<file path="config.mk">
export PLATFORM = sky130hd
export DESIGN_NAME = mm6532_bus_master
export DESIGN_NICKNAME = d
export VERILOG_FILES = /design/src/rtl/mm6532_bus_pkg.sv /design/src/rtl/mm6532_bus_master_ctr.sv /design/src/rtl/mm6532_bus_master.sv
export SDC_FILE = /design/constraint.sdc
export NUM_CORES = 1
export LEC_CHECK = 0
export BUFFER_PORTS_ARGS = -buffer_cell sky130_fd_sc_hd__buf_2
export CORE_AREA = 2 2 86 88
export CTS_BUF_LIST = sky130_fd_sc_hd__clkbuf_16
export DETAILED_ROUTE_END_ITERATION = 6
export DIE_AREA = 0 0 88 90
export PLACE_DENSITY = 0.72
export SLEW_MARGIN = 0
export SYNTH_ARGS = -nofsm -noshare
export SYNTH_HDL_FRONTEND = slang
export SYNTH_SLANG_ARGS = --single-unit
</file>
<file path="constraint.sdc">
create_clock -name CLK -period 3.25 [get_ports CLK]
set_input_delay 0.65 -clock CLK [delete_from_list [all_inputs] [get_ports CLK]]
set_output_delay 0.65 -clock CLK [all_outputs]
set_load 0.01 [all_outputs]
</file>
<file path="src/rtl/mm6532_bus_pkg.sv">
// Shared codes for the RIOT bus master: command opcodes, FSM states, chip-select values, slave map.
// Latency: n/a (declarations only).
// Backpressure: n/a.
package mm6532_bus_pkg;

    // Command opcodes carried on CMD_OP
    localparam logic [1:0] OP_WRITE    = 2'b00;
    localparam logic [1:0] OP_READ     = 2'b01;
    localparam logic [1:0] OP_WAIT_IRQ = 2'b10;
    localparam logic [1:0] OP_POLL     = 2'b11;

    // Master sequencing states
    typedef enum logic [2:0] {
        S_IDLE   = 3'd0,
        S_ACCESS = 3'd1,
        S_GAP    = 3'd2,
        S_WAITI  = 3'd3,
        S_RESP   = 3'd4
    } state_t;

    // {CS2_N, CS1}: selected only when CS2_N low and CS1 high
    localparam logic [1:0] CS_SEL  = 2'b01;
    localparam logic [1:0] CS_IDLE = 2'b00;

    // RIOT register map (I/O side, RS_N high)
    localparam logic [6:0] RIOT_DRA        = 7'h00;
    localparam logic [6:0] RIOT_DDRA       = 7'h01;
    localparam logic [6:0] RIOT_DRB        = 7'h02;
    localparam logic [6:0] RIOT_DDRB       = 7'h03;
    localparam logic [6:0] RIOT_TIM_1T     = 7'h14;
    localparam logic [6:0] RIOT_TIM_8T     = 7'h15;
    localparam logic [6:0] RIOT_TIM_64T    = 7'h16;
    localparam logic [6:0] RIOT_TIM_1024T  = 7'h17;
    localparam logic [6:0] RIOT_TIM_IRQ_EN = 7'h08;
    localparam logic [6:0] RIOT_TIMER_RD   = 7'h04;
    localparam logic [6:0] RIOT_FLAGS      = 7'h05;

    // Latched command; field order matches the flat concatenation of the command inputs
    typedef struct packed {
        logic [1:0] op;
        logic       ram;
        logic [6:0] a;
        logic [7:0] wd;
        logic [7:0] match;
    } cmd_t;

    // Poll comparison: only the bits selected by the mask take part
    function automatic logic poll_hit(input logic [7:0] data,
                                      input logic [7:0] mask,
                                      input logic [7:0] match);
        return ((data & mask) == match);
    endfunction

endpackage

</file>
<file path="src/rtl/mm6532_bus_master_ctr.sv">
// Saturating wait/poll cycle counter with a timeout compare.
// Latency: count updates one cycle after clr/inc; expired is combinational on the count.
// Backpressure: none; saturates at all-ones instead of wrapping.
module bus_timeout_ctr #(
    parameter int TIMEOUT = 1024,
    parameter int TW      = 16
) (
    input  logic clk,
    input  logic rst,
    input  logic clr,
    input  logic inc,
    output logic expired
);

    logic [TW-1:0] count;

    // Clear wins over increment; holding at all-ones keeps a long wait from looking fresh again
    always_ff @(posedge clk or posedge rst) begin
        if (rst) begin
            count <= '0;
        end else if (clr) begin
            count <= '0;
        end else if (inc && (count != '1)) begin
            count <= count + TW'(1);
        end
    end

    // A zero limit means the wait is unbounded
    assign expired = (TIMEOUT != 0) && (count >= TW'(TIMEOUT));

endmodule

</file>
<file path="src/rtl/mm6532_bus_master.sv">
// Command-driven initiator for one 6532 RIOT: single accesses, wait-for-IRQ, poll-until-match.
// Latency: accept at edge N, bus cycle right after N, RSP_VALID after edge N+1 (3-cycle spacing).
// Backpressure: CMD_READY only in IDLE; response held stable until RSP_READY.
module mm6532_bus_master
    import mm6532_bus_pkg::*;
#(
    parameter int TIMEOUT = 1024,
    parameter int TW      = 16
) (
    input  logic       CLK,
    input  logic       RES,
    input  logic       CMD_VALID,
    output logic       CMD_READY,
    input  logic [1:0] CMD_OP,
    input  logic       CMD_RAM,
    input  logic [6:0] CMD_A,
    input  logic [7:0] CMD_WD,
    input  logic [7:0] CMD_MATCH,
    output logic       RSP_VALID,
    input  logic       RSP_READY,
    output logic [7:0] RSP_RD,
    output logic       RSP_TIMEOUT,
    output logic       R_W,
    output logic [1:0] CS,
    output logic       RS_N,
    output logic [6:0] A,
    output logic [7:0] D_OUT,
    input  logic [7:0] D_IN,
    input  logic       IRQ_N
);

    state_t     state, state_nxt;
    cmd_t       cmd_in, cmd_q, bus_cmd;
    logic       accept;
    logic       ctr_clr, ctr_inc, ctr_expired;
    logic       irq_q;
    logic [7:0] rsp_rd_q, rsp_rd_nxt;
    logic       rsp_to_q, rsp_to_nxt;
    logic [1:0] cs_q, cs_nxt;
    logic       r_w_q, r_w_nxt;
    logic       rs_n_q, rs_n_nxt;
    logic [6:0] a_q, a_nxt;
    logic [7:0] d_out_q, d_out_nxt;

    assign cmd_in = {CMD_OP, CMD_RAM, CMD_A, CMD_WD, CMD_MATCH};
    assign accept = CMD_VALID && (state == S_IDLE);

    // The access following acceptance uses the live command; later poll re-reads use the latched one
    assign bus_cmd = (state == S_IDLE) ? cmd_in : cmd_q;

    bus_timeout_ctr #(
        .TIMEOUT (TIMEOUT),
        .TW      (TW)
    ) u_ctr (
        .clk     (CLK),
        .rst     (RES),
        .clr     (ctr_clr),
        .inc     (ctr_inc),
        .expired (ctr_expired)
    );

    // Next state, counter control and response capture
    always_comb begin
        state_nxt  = state;
        ctr_clr    = 1'b0;
        ctr_inc    = 1'b0;
        rsp_rd_nxt = rsp_rd_q;
        rsp_to_nxt = rsp_to_q;
        case (state)
            S_IDLE: begin
                if (CMD_VALID) begin
                    ctr_clr   = 1'b1;
                    state_nxt = (CMD_OP == OP_WAIT_IRQ) ? S_WAITI : S_ACCESS;
                end
            end
            S_ACCESS: begin
                rsp_to_nxt = 1'b0;
                case (cmd_q.op)
                    OP_WRITE: begin
                        rsp_rd_nxt = 8'h00;
                        state_nxt  = S_RESP;
                    end
                    OP_READ: begin
                        rsp_rd_nxt = D_IN;
                        state_nxt  = S_RESP;
                    end
                    OP_POLL: begin
                        rsp_rd_nxt = D_IN;
                        if (poll_hit(D_IN, cmd_q.wd, cmd_q.match)) begin
                            state_nxt = S_RESP;
                        end else if (ctr_expired) begin
                            rsp_to_nxt = 1'b1;
                            state_nxt  = S_RESP;
                        end else begin
                            state_nxt = S_GAP;
                        end
                    end
                    default: begin
                        rsp_rd_nxt = 8'h00;
                        state_nxt  = S_RESP;
                    end
                endcase
            end
            S_GAP: begin
                ctr_inc   = 1'b1;
                state_nxt = S_ACCESS;
            end
            S_WAITI: begin
                ctr_inc = 1'b1;
                // IRQ is checked first so it wins a tie with expiry
                if (!irq_q) begin
                    rsp_rd_nxt = 8'h00;
                    rsp_to_nxt = 1'b0;
                    state_nxt  = S_RESP;
                end else if (ctr_expired) begin
                    rsp_rd_nxt = 8'h00;
                    rsp_to_nxt = 1'b1;
                    state_nxt  = S_RESP;
                end
            end
            S_RESP: begin
                if (RSP_READY) begin
                    state_nxt = S_IDLE;
                end
            end
            default: state_nxt = S_IDLE;
        endcase
    end

    // Bus values for the coming cycle: driven only when that cycle is an access, idle otherwise
    always_comb begin
        cs_nxt    = CS_IDLE;
        r_w_nxt   = 1'b1;
        rs_n_nxt  = 1'b1;
        a_nxt     = 7'h00;
        d_out_nxt = 8'h00;
        if (state_nxt == S_ACCESS) begin
            cs_nxt   = CS_SEL;
            rs_n_nxt = !bus_cmd.ram;
            a_nxt    = bus_cmd.a;
            if (bus_cmd.op == OP_WRITE) begin
                r_w_nxt   = 1'b0;
                d_out_nxt = bus_cmd.wd;
            end
        end
    end

    // State, latched command and synchronised IRQ
    always_ff @(posedge CLK or posedge RES) begin
        if (RES) begin
            state <= S_IDLE;
            cmd_q <= '0;
            irq_q <= 1'b1;
        end else begin
            state <= state_nxt;
            irq_q <= IRQ_N;
            if (accept) begin
                cmd_q <= cmd_in;
            end
        end
    end

    // Registered bus and response outputs; reset drops the bus to idle immediately
    always_ff @(posedge CLK or posedge RES) begin
        if (RES) begin
            cs_q     <= CS_IDLE;
            r_w_q    <= 1'b1;
            rs_n_q   <= 1'b1;
            a_q      <= 7'h00;
            d_out_q  <= 8'h00;
            rsp_rd_q <= 8'h00;
            rsp_to_q <= 1'b0;
        end else begin
            cs_q     <= cs_nxt;
            r_w_q    <= r_w_nxt;
            rs_n_q   <= rs_n_nxt;
            a_q      <= a_nxt;
            d_out_q  <= d_out_nxt;
            rsp_rd_q <= rsp_rd_nxt;
            rsp_to_q <= rsp_to_nxt;
        end
    end

    assign CMD_READY   = (state == S_IDLE);
    assign RSP_VALID   = (state == S_RESP);
    assign RSP_RD      = rsp_rd_q;
    assign RSP_TIMEOUT = rsp_to_q;
    assign CS          = cs_q;
    assign R_W         = r_w_q;
    assign RS_N        = rs_n_q;
    assign A           = a_q;
    assign D_OUT       = d_out_q;

endmodule
</file>
==> results.py, run 1 <==
metrics = {
    "placed_design": {
        "place_area_sq_mm": 0.00376,
        "dp_hpwl_mm": 5.00,
        "dpl.cell_count": 520,
        "port_buffers": 67,
        "place_congestion": 0.849,
        "place_ws_ns": 0.775,
    },
    "final_layout": {
        "layout.cells.non_filler": 536,
        "fin_nets": 473,
        "layout-drive-gt1-share_pct": 22.7,
        "finalInstanceArea_sq_mm": 0.00408,
        "layout_common_cells": "nand2_1 (141), dfrtp_1 (70), buf_2 (67)",
        "areaGrowthSynthToFinish_pct": 20.8,
        "layout_commonest_cell": "nand2_1",
        "utilization_pct": 58.2,
        "multi_input_area_sq_mm": 0.00140,
        "regArea_sq_mm": 0.00183,
        "num_antenna_cells": 0,
        "final.fill_count": 604,
    },
    "floorplanning": {
        "core_sq_mm": 0.00702,
        "initial_core_util_pct": 48.2,
        "die_area_sq_mm": 0.00792,
        "die_h_um": 90,
        "fp-row-count": 31,
        "num_io_pins": 69,
        "die_x_um": 88,
    },
    "critical_path": {
        "crit_start": "state[1]",
        "crit_required_ns": 2.60,
        "arrival_ns": 2.09,
        "end_kind": "output port",
        "critPathKind": "flop to output port",
        "r2r-start": "state[1]",
        "slowest_stage": "or3_1",
        "cp_cell_sequence": "or3_1, inv_2, buf_2",
        "reg2reg_depth": 6,
        "cp-start-kind": "flop",
        "crit_fanout": 20,
        "cpPeakStageDelay_ns": 0.67,
    },
    "yosys": {
        "ys.flop_type": "dfrtp_1",
        "synth_area_sq_mm": 0.00338,
        "async_flop_share_pct": 100,
        "synth-edff-count": 0,
        "synth_fp_nets": 407,
        "synthDominantCellAreaShare_pct": 51.8,
        "netlist_top_cells_area": "dfrtp_1 (52%), nand2_1 (16%), a21oi_1 (3.6%)",
        "syn-mean-instance-area_sq_um": 9.24,
        "synthSimpleGateAreaFrac_pct": 27.6,
        "ys_ff_latch": 73,
        "synth_top_family_by_area": "simple AND/OR/NAND/NOR gates",
        "ys_warn_count": 0,
        "yosysTopAreaCell": "dfrtp_1",
        "synth_adder_area_share_pct": 0.740,
        "synth-seq-area-share_pct": 54.1,
        "ys_types": 47,
        "synth_cells": 366,
        "muxShareOfSynthArea_pct": 1.48,
        "synth_compound_area_share_pct": 9.18,
        "yosys.area_share.xor_xnor_pct": 2.33,
    },
    "power_and_ir_drop": {
        "switching_power_w": 0.00126,
        "clkPwrFrac_pct": 29.7,
        "p_sw_share_pct": 35.9,
        "p_int_w": 0.00226,
        "power_density_mw_per_mm2": 862,
        "p_comb_share_pct": 30.7,
        "p_leak_nw": 2.12,
        "seqPwrFrac_pct": 39.6,
        "peakVddDrop_mv": 0.425,
    },
    "cts": {
        "cts.sinks": 73,
        "postCtsHoldBufs": 0,
        "ctsResizeCount": 0,
        "cts_buffers": 9,
        "path_clk_slew_ns": 0.06,
        "cts_setup_buffers": 0,
        "clk_root_buffer_cell": "clkbuf_16",
        "clockBufferDepth": 2,
        "htreeDepth": 3,
        "clkLatencyLatePin_ns": 0.33,
        "cts_tree": "yes",
    },
    "global_route": {
        "grt_pass1_wl_mm": 12.3,
        "track_usage_pct": 20.0,
        "grt_max_degree": 74,
        "antenna_found_initial": 0,
        "grt_pass1_vias": 2608,
        "grt-ovfl-total": 0,
    },
    "detailed_routing": {
        "first_pass_iters": 4,
        "initialDrtViolationCount": 227,
        "vias": 2716,
        "drt-total-wl_mm": 7.40,
        "avgRoutedWirePerCell_um": 13.8,
        "ant_nets": 0,
        "drc": 0,
        "vias_per_cell": 5.07,
    },
    "timing": {
        "setup_viol": 0,
        "fin_crit_ns": 2.74,
        "max-slew-margin-rel_pct": 53.4,
        "fin_ws_ns": 0.506,
        "setup-tns-final_ns": 0,
        "fin_crit_sh_pct": 84.4,
        "worst_pin_slew_ns": 0.698,
        "clock.fmax_mhz": 364,
        "rsz0062_at_grt": "no",
        "skew_ns": 0.00652,
        "maxSlewViolCount": 0,
        "hold_viol": 0,
    },
    "hold_path": {
        "hold_class": "input pin to asynchronous set/reset pin",
    },
    "run_status": {
        "outcome": "completed",
    },
    "flow_run": {
        "max_cap_viol_count": 0,
    },
}
## per-layer routing
| metal | wire (um) | global-route usage, % | vias to the layer above |
|---|---|---|---|
| met5 | 0 | 0 | - |
| met4 | 132 | 7.95 | 0 |
| met3 | 371 | 4.41 | 11 |
| met2 | 3570 | 31.0 | 85 |
| met1 | 3330 | 27.2 | 1277 |
| li1 | - | - | 1343 |
## cell type report
class / instances / share of cell area, %
clock inverter: 7 / 2.30
timing repair buffer: 70 / 9.38
inverter: 7 / 0.644
clock buffer: 9 / 5.52
tap: 99 / 3.03
multi-input combinational: 271 / 34.3
sequential: 73 / 44.8
## stage by stage
step	power [W]	hold slack (ns)
floorplan	0.00222	0.446
global placement	0.00245	0.457
detailed placement	0.00249	0.463
CTS	0.00356	0.411
global route	0.00379	0.411
finish	0.00352	0.395
## critical path: cells and delay by family (launching register included)
| kind | cells | cell delay (ns) |
|---|---|---|
| AND/OR/NAND/NOR | 1 | 0.67 |
| buffers and inverters | 2 | 0.61 |
| flip-flops | 1 | 0.48 |
## cells by family after synthesis
| family | Yosys count |
|---|---|
| buffers and inverters | 22 |
| and+or+nand+nor | 203 |
| xor gates and xnor gates | 9 |
| other | 1 |
| DFF | 73 |
| adders and majority gates | 2 |
| muxes | 5 |
| AOI/OAI and AO/OA | 51 |
## state kept, by name (all words and copies together) (netlist names)
name         count
cmd_q           26
RSP_RD           8
state            3
R_W              1
RSP_TIMEOUT      1
u_ctr.count     16
A                7
RS_N             1
CS               1
irq_q            1
D_OUT            8
## power groups by stage
stage / clock (W) / sequential [W] / combinational, W
after floorplan: 0 / 0.00140 / 0.000820
after global placement: 0 / 0.00139 / 0.00106
after detailed placement: 0 / 0.00140 / 0.00108
after CTS: 0.00107 / 0.00139 / 0.00110
after global routing: 0.00111 / 0.00143 / 0.00124
final: 0.00105 / 0.00139 / 0.00108
## synth_stat cells (2+ instances only)
cell type  instances
a21o_1             2
nand4_1            7
nand2b_1           3
nand2_1          141
nor2_1            12
nor2b_1            2
a31oi_1            3
nor3b_1            2
xnor2_1            6
buf_6              7
mux2i_1            5
a21oi_1           24
and4_1             2
and3b_1            2
nor3_1             3
nor3_2             2
o22a_1             2
o21ai_0            9
ha_1               2
or3_1              4
and3_1             5
dfstp_2            3
clkbuf_1           2
nor4_1             3
xor2_1             3
a211oi_1           2
and2_1             2
nand3_1            7
a21boi_0           3
dfrtp_1           70
buf_4              3
buf_2              3
inv_1              6
## worst paths after layout
| check | end | slack (ns) |
|---|---|---|
| worst max register to register | cmd_q[1] | 0.74 |
| min in group CLK | irq_q | 0.42 |
| worst min register to register | RSP_RD[4] | 0.47 |
| worst min-delay path | u_ctr.count[2] | 0.39 |
| max in group asynchronous | RS_N | 2.53 |
| worst max-delay path | CMD_READY | 0.51 |
Note: power is estimated with default switching activity, not from simulation.
==> run 2: changes to the inputs <==
- clock period: 3.25 -> 2.9 ns (I/O delays scaled with it)
==> run 2 against run 1 <==
Against the previous run:
- cell count up 0.37%
- register-to-register slack better by 0.18 ns
- count of clock-buffer cells in the layout unchanged
- sequential share of layout area down 0.21 points
- clock power up 17%
- power up 14%
- clock skew up 0.0016 ns
- via count about the same
- worst setup slack better by 0.066 ns
==> results.py, run 2 (synthesized netlist as in run 1, its figures left out) <==
metrics = {
    "run_status": {
        "outcome": "completed",
    },
    "critical_path": {
        "arrival_ns": 1.75,
        "critPathKind": "flop to output port",
        "crit_fanout": 11,
        "end_kind": "output port",
        "crit_required_ns": 2.32,
        "cp-start-kind": "flop",
    },
    "global_route": {
        "grt_pass1_vias": 2608,
        "grt-ovfl-total": 0,
        "track_usage_pct": 19.7,
        "antenna_found_initial": 0,
        "grt_max_degree": 47,
        "grt_pass1_wl_mm": 12.1,
    },
    "placed_design": {
        "dpl.cell_count": 522,
        "place_congestion": 0.838,
        "place_area_sq_mm": 0.00377,
        "port_buffers": 67,
        "place_ws_ns": 0.935,
        "dp_hpwl_mm": 5.22,
    },
    "detailed_routing": {
        "vias_per_cell": 5.05,
        "first_pass_iters": 4,
        "drc": 0,
        "drt-total-wl_mm": 7.42,
        "avgRoutedWirePerCell_um": 13.8,
        "vias": 2718,
        "initialDrtViolationCount": 150,
        "ant_nets": 0,
    },
    "timing": {
        "worst_pin_slew_ns": 0.717,
        "hold_viol": 0,
        "fin_crit_sh_pct": 80.3,
        "clock.fmax_mhz": 429,
        "maxSlewViolCount": 0,
        "max-slew-margin-rel_pct": 52.1,
        "rsz0062_at_grt": "no",
        "setup-tns-final_ns": 0,
        "fin_crit_ns": 2.33,
        "setup_viol": 0,
        "fin_ws_ns": 0.571,
        "skew_ns": 0.00815,
    },
    "floorplanning": {
        "num_io_pins": 69,
        "die_area_sq_mm": 0.00792,
        "die_x_um": 88,
        "die_h_um": 90,
        "core_sq_mm": 0.00702,
        "fp-row-count": 31,
        "initial_core_util_pct": 48.2,
    },
    "hold_path": {
        "hold_class": "input pin to asynchronous set/reset pin",
    },
    "flow_run": {
        "max_cap_viol_count": 0,
    },
    "cts": {
        "cts_buffers": 9,
        "postCtsHoldBufs": 0,
        "cts_setup_buffers": 0,
        "cts_tree": "yes",
        "clk_root_buffer_cell": "clkbuf_16",
        "ctsResizeCount": 0,
        "clockBufferDepth": 2,
        "htreeDepth": 3,
        "cts.sinks": 73,
        "clkLatencyLatePin_ns": 0.33,
        "path_clk_slew_ns": 0.05,
    },
    "power_and_ir_drop": {
        "power_density_mw_per_mm2": 981,
        "total_power_w": 0.00402,
        "peakVddDrop_mv": 0.360,
        "p_leak_nw": 2.14,
    },
    "final_layout": {
        "fin_nets": 475,
        "final.fill_count": 598,
        "layout_commonest_cell": "nand2_1",
        "layout_common_cells": "nand2_1 (141), dfrtp_1 (70), buf_2 (67)",
        "layout.cells.non_filler": 538,
        "finalInstanceArea_sq_mm": 0.00410,
        "num_antenna_cells": 0,
        "top_register": "cmd_q",
        "largest_reg_flops": 26,
        "top_regs": "cmd_q (26), u_ctr.count (16)",
        "layout-drive-gt1-share_pct": 22.6,
        "areaGrowthSynthToFinish_pct": 21.3,
    },
}
==> run 2: changes by cell type in the layout (fill, tap and decap cells not counted) <==
| cell | change |
|---|---|
| buf_4 | +3 |
| inv_1 | +1 |
| bufinv_16 | +1 |
| buf_12 | -1 |
| clkinvlp_4 | -1 |
| inv_6 | -1 |
| clkinv_2 | -1 |
| clkinv_1 | +1 |
==> run 2: area by class of cell <==
type / instances / area, sq um / area share, %
Sequential cell: 73 / 1830 / 44.6
Timing Repair Buffer: 72 / 385 / 9.40
Clock inverter: 7 / 110 / 2.68
Clock buffer: 9 / 225 / 5.49
Tap cell: 99 / 124 / 3.02
Multi-Input combinational cell: 271 / 1400 / 34.1
Inverter: 7 / 26.3 / 0.641
==> run 2: per-layer routing <==
| layer | share of wire, % | routed length, um | track usage [%] |
|---|---|---|---|
| met1 | 44 | 3290 | 25.5 |
| met2 | 48 | 3600 | 30.7 |
| met3 | 4.5 | 332 | 3.76 |
| met4 | 2.7 | 198 | 10.4 |
| met5 | 0 | 0 | 0 |
==> run 2: final timing paths <==
| path | startpoint | end | slack (ns) | depth (start not counted) |
|---|---|---|---|---|
| max | state[1] | CMD_READY | 0.57 | 4 |
| max reg2reg | state[1] | u_ctr.count[1] | 0.92 | 5 |
| min reg2reg | RSP_RD[2] | RSP_RD[2] | 0.47 | 2 |
| min in group CLK | IRQ_N | irq_q | 0.35 | 1 |
| min | RES | u_ctr.count[1] | 0.32 | 3 |
| max in group asynchronous | RES | RSP_RD[0] | 2.10 | 3 |
==> run 2: critical path, cell delays in order (launching register included) <==
cell and delay (ns):
dfrtp_1 0.47, or3_1 0.41, inv_2 0.18, buf_4 0.21, buf_2 0.15
==> run 2: power breakdown <==
part	internal [W]	switching [W]	leakage [nW]
combinational	0.000458	0.000775	1.02
clock	0.000832	0.000399	0.166
sequential	0.00134	0.000223	0.955
total	0.00263	0.00140	2.14
==> run 2: metrics by stage <==
step	util [%]	hold WS, ns
6_report	58.4	0.319
5_1_grt	58.4	0.348
4_1_cts	58.4	0.332
3_5_place_dp	53.6	0.463
3_3_place_gp	53.6	0.456
2_1_floorplan	-	0.446
